$ cat src/rtl/pwm_multi_ch.sv
// pwm_multi_ch: N-channel PWM, one IDLE/LOW/HIGH FSM per channel, staged L/H lengths applied only at period boundaries.
// Latency: outputs registered, 1 cycle after the sampling edge; no backpressure. Option PWM_PERIOD_IRQ_EN adds period_done_o.
module pwm_multi_ch #(
    parameter int   N_CH       = 4,
    parameter int   WIDTH      = 8,
    parameter bit   IDLE_LEVEL = 1'b0,
    localparam int  CH_W       = (N_CH > 1) ? $clog2(N_CH) : 1
) (
    input  logic              clk_i,
    input  logic              reset_n_i,
    input  logic [N_CH-1:0]   start_i,
    input  logic [N_CH-1:0]   stop_i,
    input  logic              wr_en_i,
    input  logic [CH_W-1:0]   wr_ch_i,
    input  logic              wr_sel_i,
    input  logic [WIDTH-1:0]  wr_data_i,
`ifdef PWM_PERIOD_IRQ_EN
    output logic [N_CH-1:0]   period_done_o,
`endif
    output logic [N_CH-1:0]   pwm_out_o,
    output logic [N_CH-1:0]   busy_o
);

    typedef enum logic [1:0] {
        ST_IDLE = 2'd0,
        ST_LOW  = 2'd1,
        ST_HIGH = 2'd2
    } state_e;

    state_e           state_q [N_CH];
    state_e           state_d [N_CH];
    logic [WIDTH-1:0] cnt_q   [N_CH];
    logic [WIDTH-1:0] cnt_d   [N_CH];
    logic [WIDTH-1:0] al_q    [N_CH];
    logic [WIDTH-1:0] al_d    [N_CH];
    logic [WIDTH-1:0] ah_q    [N_CH];
    logic [WIDTH-1:0] ah_d    [N_CH];
    logic [WIDTH-1:0] sl_q    [N_CH];
    logic [WIDTH-1:0] sl_d    [N_CH];
    logic [WIDTH-1:0] sh_q    [N_CH];
    logic [WIDTH-1:0] sh_d    [N_CH];
    logic [N_CH-1:0]  bnd;
    logic [N_CH-1:0]  pwm_q;
    logic [N_CH-1:0]  pwm_d;
    logic [N_CH-1:0]  busy_q;
    logic [N_CH-1:0]  busy_d;
`ifdef PWM_PERIOD_IRQ_EN
    logic [N_CH-1:0]  done_q;
    logic [N_CH-1:0]  done_d;
`endif

    always_comb begin
        bnd    = '0;
        pwm_d  = '0;
        busy_d = '0;
`ifdef PWM_PERIOD_IRQ_EN
        done_d = '0;
`endif
        for (int c = 0; c < N_CH; c++) begin
            state_d[c] = state_q[c];
            cnt_d[c]   = cnt_q[c];
            al_d[c]    = al_q[c];
            ah_d[c]    = ah_q[c];
            sl_d[c]    = sl_q[c];
            sh_d[c]    = sh_q[c];

            // Out-of-range channel numbers never match any c, so they are dropped.
            if (wr_en_i && (wr_ch_i == CH_W'(c))) begin
                if (wr_sel_i) sh_d[c] = wr_data_i;
                else          sl_d[c] = wr_data_i;
            end

            unique case (state_q[c])
                ST_IDLE: begin
                    if (start_i[c] && !stop_i[c] && ((sl_q[c] != '0) || (sh_q[c] != '0))) begin
                        al_d[c] = sl_q[c];
                        ah_d[c] = sh_q[c];
                        if (sl_q[c] != '0) begin
                            state_d[c] = ST_LOW;
                            cnt_d[c]   = sl_q[c] - WIDTH'(1);
                        end else begin
                            state_d[c] = ST_HIGH;
                            cnt_d[c]   = sh_q[c] - WIDTH'(1);
                        end
                    end
                end
                ST_LOW: begin
                    if (stop_i[c]) begin
                        state_d[c] = ST_IDLE;
                        cnt_d[c]   = '0;
`ifdef PWM_PERIOD_IRQ_EN
                        done_d[c]  = 1'b1;
`endif
                    end else if (cnt_q[c] != '0) begin
                        cnt_d[c] = cnt_q[c] - WIDTH'(1);
                    end else if (ah_q[c] != '0) begin
                        state_d[c] = ST_HIGH;
                        cnt_d[c]   = ah_q[c] - WIDTH'(1);
                    end else begin
                        bnd[c] = 1'b1;
                    end
                end
                ST_HIGH: begin
                    if (stop_i[c]) begin
                        state_d[c] = ST_IDLE;
                        cnt_d[c]   = '0;
`ifdef PWM_PERIOD_IRQ_EN
                        done_d[c]  = 1'b1;
`endif
                    end else if (cnt_q[c] != '0) begin
                        cnt_d[c] = cnt_q[c] - WIDTH'(1);
                    end else begin
                        bnd[c] = 1'b1;
                    end
                end
                default: begin
                    state_d[c] = ST_IDLE;
                    cnt_d[c]   = '0;
                end
            endcase

            // Boundary reloads from the pre-write staging values (the _q copies).
            if (bnd[c]) begin
                al_d[c] = sl_q[c];
                ah_d[c] = sh_q[c];
`ifdef PWM_PERIOD_IRQ_EN
                done_d[c] = 1'b1;
`endif
                if (sl_q[c] != '0) begin
                    state_d[c] = ST_LOW;
                    cnt_d[c]   = sl_q[c] - WIDTH'(1);
                end else if (sh_q[c] != '0) begin
                    state_d[c] = ST_HIGH;
                    cnt_d[c]   = sh_q[c] - WIDTH'(1);
                end else begin
                    state_d[c] = ST_IDLE;
                    cnt_d[c]   = '0;
                end
            end

            unique case (state_d[c])
                ST_HIGH: pwm_d[c] = 1'b1;
                ST_LOW:  pwm_d[c] = 1'b0;
                default: pwm_d[c] = IDLE_LEVEL;
            endcase
            busy_d[c] = (state_d[c] != ST_IDLE);
        end
    end

    always_ff @(posedge clk_i or negedge reset_n_i) begin
        if (!reset_n_i) begin
            for (int c = 0; c < N_CH; c++) begin
                state_q[c] <= ST_IDLE;
                cnt_q[c]   <= '0;
                al_q[c]    <= '0;
                ah_q[c]    <= '0;
                sl_q[c]    <= '0;
                sh_q[c]    <= '0;
            end
            pwm_q  <= {N_CH{IDLE_LEVEL}};
            busy_q <= '0;
`ifdef PWM_PERIOD_IRQ_EN
            done_q <= '0;
`endif
        end else begin
            for (int c = 0; c < N_CH; c++) begin
                state_q[c] <= state_d[c];
                cnt_q[c]   <= cnt_d[c];
                al_q[c]    <= al_d[c];
                ah_q[c]    <= ah_d[c];
                sl_q[c]    <= sl_d[c];
                sh_q[c]    <= sh_d[c];
            end
            pwm_q  <= pwm_d;
            busy_q <= busy_d;
`ifdef PWM_PERIOD_IRQ_EN
            done_q <= done_d;
`endif
        end
    end

    assign pwm_out_o = pwm_q;
    assign busy_o    = busy_q;
`ifdef PWM_PERIOD_IRQ_EN
    assign period_done_o = done_q;
`endif

endmodule
$ cat config.mk
export PLATFORM = sky130hd
export DESIGN_NAME = pwm_multi_ch
export DESIGN_NICKNAME = d
export VERILOG_FILES = /design/src/rtl/pwm_multi_ch.sv
export SDC_FILE = /design/constraint.sdc
export NUM_CORES = 1
export LEC_CHECK = 0
export BUFFER_PORTS_ARGS = -buffer_cell sky130_fd_sc_hd__buf_4
export CAP_MARGIN = 10
export CELL_PAD_IN_SITES_DETAIL_PLACEMENT = 1
export CELL_PAD_IN_SITES_GLOBAL_PLACEMENT = 1
export CORE_MARGIN = 2
export CORE_UTILIZATION = 50
export CTS_CLUSTER_SIZE = 25
export DETAILED_ROUTE_END_ITERATION = 10
export GPL_TIMING_DRIVEN = 1
export PLACE_DENSITY = 0.83
export SETUP_SLACK_MARGIN = 0.2
export SLEW_MARGIN = 20
export SYNTH_ARGS = -nofsm -noshare
export SYNTH_HDL_FRONTEND = slang
export SYNTH_SLANG_ARGS = --single-unit
$ cat constraint.sdc
create_clock -name clk_i -period 3.4 [get_ports clk_i]
set_input_delay 0.51 -clock clk_i [delete_from_list [all_inputs] [get_ports clk_i]]
set_output_delay 0.51 -clock clk_i [all_outputs]
set_load 0.03 [all_outputs]
==> results.txt <==
- The number of global-route vias before repair is just over 9000.
* Ys async rst share: 100%
- Setup repair after global routing left no endpoint under its margin.
- Number of I/O port buffers: 29
* Total GRT Usage: 29.1%
- Top cells by count, synth: sky130_fd_sc_hd__dfrtp_1 (144), sky130_fd_sc_hd__nand2_1 (90), sky130_fd_sc_hd__mux2_2 (82), sky130_fd_sc_hd__nor2_1 (82), sky130_fd_sc_hd__o21ai_0 (66)
- Final instance count without filler cells: about 1400
* Placed Instances: around 1400
- Average wire per standard cell: 21.6 µm
* GR Util met2: between 40% and 50%
- Before antenna repair, the detailed router went through 5 iterations.
- STA classifies the critical path startpoint as a flop.
- The synthesized netlist devotes under 10% of its cell area to XOR and XNOR gates.
- Sum of negative setup slack: 0 ns
- By area the synthesized netlist is led by sky130_fd_sc_hd__dfrtp_1 (36%), sky130_fd_sc_hd__mux2_2 (9.2%), sky130_fd_sc_hd__ha_1 (4.5%), sky130_fd_sc_hd__nand2_1 (3.4%), sky130_fd_sc_hd__xnor2_1 (3.3%).
* Wire length of the first global-routing pass: ~50000 µm
* TritonCTS clock tree: built
* Number of hold violations in the final report: 0
- The count of final max-slew check failures came to 0.
- The worst register-to-register path has a setup slack of 0.44 ns.
- Post-synth net total: 1160
- After synthesis the cells add up to around 10000 µm².
* Post-cts hold buffer count: 0
- For the pin with the worst max-slew slack, the measured transition is 0.806 ns.
- Dividing the detail-routed via count by the number of cells gives 6.33.
- Global-route congestion overflow total: 0
- Clock tree synthesis selected as its root buffer the cell sky130_fd_sc_hd__clkbuf_16.
- After synthesis, the largest family of logic cells by area is simple AND/OR/NAND/NOR gates.
- After clock tree synthesis, the setup repair step added 0 buffers.
- The tree built by TritonCTS fans out to 144 sinks.
- Across the VDD grid, the largest voltage drop is 0.000402 V.
- Met1 Resource Use GR: 40.2%
- Setup clock skew after layout: 0.00719 ns
- Synth cell types: between 80 and 90
* Data required time of the worst path: roughly 3.7 ns
* Residual antenna-violating net count after detailed routing: 0
- Data on the critical path arrives at its endpoint at 3.28 ns.
- Dividing the synthesized area by the synthesized cell count gives 9.11 µm².
* CP Capture Type: flop
* Proportion of synthesized area in mux cells: 11.4%
* Maxcap violations: 0
- Met3 Usage GRT: 4.20%
- Number of antenna violations at the first check in global routing: 2
- CORE AREA: roughly 20000 µm²
- The routed layout has 8894 vias.
* Adder and majority gate portion of the synthesized area: 4.49%
- Entering global routing, the biggest net connects 76 pins.
* Most frequent cell after synthesis: sky130_fd_sc_hd__dfrtp_1
- Result of the run: completed
- Number of design-rule violations left by the first detailed-router iteration: 713
* Clock transition time at the flip-flop clock pins of the worst setup and hold paths: 0.07 ns
- The worst setup path is of the flop to flop kind.
- The die is 146 µm tall.
- Cells with a size suffix above 1 make up between 10% and 20% of the layout.
- Clock insertion delay at the later pin of the skew report: 0.43 ns
- In the finished design, the share of the clock period the worst path needs comes to 87.1%.
* Routability cong.: 0.916
- For this configuration, the core starts out at a cell density of between 50 and 60%.
* Share of the synthesized area in compound gates (AO/OA/AOI/OAI): 17.8%
* Overall die width: 146 µm
- Number of H-tree branching levels: 4
- In the synthesized netlist the dominant register cell turns out to be sky130_fd_sc_hd__dfrtp_1.
* Worst hold slack: 0.0834 ns
* Cell area power density: 818 nW/µm²
- Synth Area in Simple Gates: 21.5%
* Top-level port count: 30
* HP Class: input port to asynchronous set/reset pin
- Synthesized instance count: around 1100
* Worst reg2reg path depth: 8
- For this run, the number of Yosys warnings is 0.
- Number of enable flip-flop cells after synthesis: 0
* Post-synthesis sequential element count: between 100 and 150
- Leak: approximately 4.5 nW
* Die Area: 21200 µm²
- Final min period: 2.96 ns
* Library cell with the largest summed area after synthesis: sky130_fd_sc_hd__dfrtp_1
* Number of buffers inserted during clock tree synthesis: 17
* Post-layout utilization of the core: between 50% and 60%
- Slew Limit Headroom: 45.8%
- After detailed routing, the total wire length is 30400 µm.
* Post-synthesis to final-layout area growth: 11.2%
- Estimated wirelength of the detail-placed design: roughly 22000 µm
- The global routing stage identified its most utilized layer as met2.
- In the final design database the tool counted 1186 nets.
- The floorplan has 51 rows.
* Maximum clock rate: 0.338 GHz
- Total DRC errors in the routed layout: 0
- Sequential cells were found to cover between 30% and 40% of the synthesized design area.
- Endpoints failing setup: 0
* Top-area cell type share of the netlist area: 35.9%
- The clock passes through at most 2 buffers.
* Critical Path Fanout Max: 6
-- stage by stage --
step / total power, mW / setup slack (ns) / area (µm²)
after floorplan: 5.87 / 0.958 / 10000
after global placement: 6.90 / 0.594 / 10600
after detailed placement: 7.08 / 0.490 / 10600
after CTS: 9.10 / 0.455 / 11200
after global routing: 9.74 / 0.294 / 11200
final: 9.14 / 0.438 / 11200
-- registers in the layout, indices dropped and copies added, names as in the netlist --
register / count
cnt_q: 32
state_q: 8
sh_q: 32
ah_q: 32
pwm_out_o: 4
busy_o: 4
sl_q: 32
-- routing by layer --
layer | part of all wire, % | vias up
met2 | 48 | 206
met1 | 46 | 4493
met5 | 0.043 | -
met4 | 1.9 | 2
met3 | 3.6 | 52
li1 | - | 4141
-- power by group --
part           internal [mW]  switching, mW  total [mW]  leakage, nW
combinational           1.76           2.28        4.05         2.49
sequential              2.31          0.836        3.14         1.77
clock                   1.17          0.777        1.95        0.286
-- path summary, 6_finish.rpt --
kind	end	from
max reg2reg	cnt_q[22]$_DFFE_PN0P_	sh_q[16]$_DFFE_PN0P_
max	cnt_q[22]$_DFFE_PN0P_	sh_q[16]$_DFFE_PN0P_
min in group clk_i	sl_q[16]$_DFFE_PN0P_	wr_data_i[0]
min	cnt_q[0]$_DFFE_PN0P_	reset_n_i
min reg2reg	cnt_q[7]$_DFFE_PN0P_	cnt_q[7]$_DFFE_PN0P_
max in group asynchronous	sl_q[6]$_DFFE_PN0P_	reset_n_i
-- placed cells by master, fill, tap and decap left out, types with 13 or more instances in the layout --
cell,count
sky130_fd_sc_hd__or3_1,15
sky130_fd_sc_hd__nor3_1,42
sky130_fd_sc_hd__mux2i_1,21
sky130_fd_sc_hd__nor3b_1,13
sky130_fd_sc_hd__nand2b_1,23
sky130_fd_sc_hd__buf_4,42
sky130_fd_sc_hd__ha_1,36
sky130_fd_sc_hd__nor4_1,15
sky130_fd_sc_hd__mux2_2,82
sky130_fd_sc_hd__nor2_1,82
sky130_fd_sc_hd__o22ai_1,15
sky130_fd_sc_hd__o211ai_1,15
sky130_fd_sc_hd__clkbuf_16,17
sky130_fd_sc_hd__inv_1,53
sky130_fd_sc_hd__xor2_1,25
sky130_fd_sc_hd__xnor2_1,38
sky130_fd_sc_hd__o21ai_0,66
sky130_fd_sc_hd__dfrtp_1,144
sky130_fd_sc_hd__a31oi_1,14
sky130_fd_sc_hd__nand3_1,35
sky130_fd_sc_hd__nand2_1,90
sky130_fd_sc_hd__a21oi_1,39
-- worst max-delay path: stages, from the launching register on --
cell and delay, ns:
sky130_fd_sc_hd__dfrtp_1 0.46, sky130_fd_sc_hd__inv_1 0.12, sky130_fd_sc_hd__ha_1 0.22, sky130_fd_sc_hd__or3b_2 0.54, sky130_fd_sc_hd__nor3_1 0.69, sky130_fd_sc_hd__nand3_1 0.14
sky130_fd_sc_hd__a31oi_1 0.23, sky130_fd_sc_hd__o21ai_1 0.11, sky130_fd_sc_hd__o32a_1 0.34
-- kinds of logic after synthesis --
family,after synthesis
XOR/XNOR,63
AND/OR/NAND/NOR,402
buffers and inverters,89
flip-flops,144
adder cells (fa/ha/maj),36
multiplexers,104
AO/OA/AOI/OAI,264
-- repair_timing --
item	in CTS	in global routing
resized for setup	0	1
endpoints found under the hold margin	0	0
endpoints found under the setup margin	0	6
-- cell type report --
class	count	area, µm²
flip-flops and latches	144	3600
inverters	53	199
multi-input cells	869	6100
well taps	265	332
fillers	2271	8430
clock buffers	19	443
diodes	1	2.50
repair buffers	43	327
clock inverters	12	158
Power figures use the tool's default switching activity.
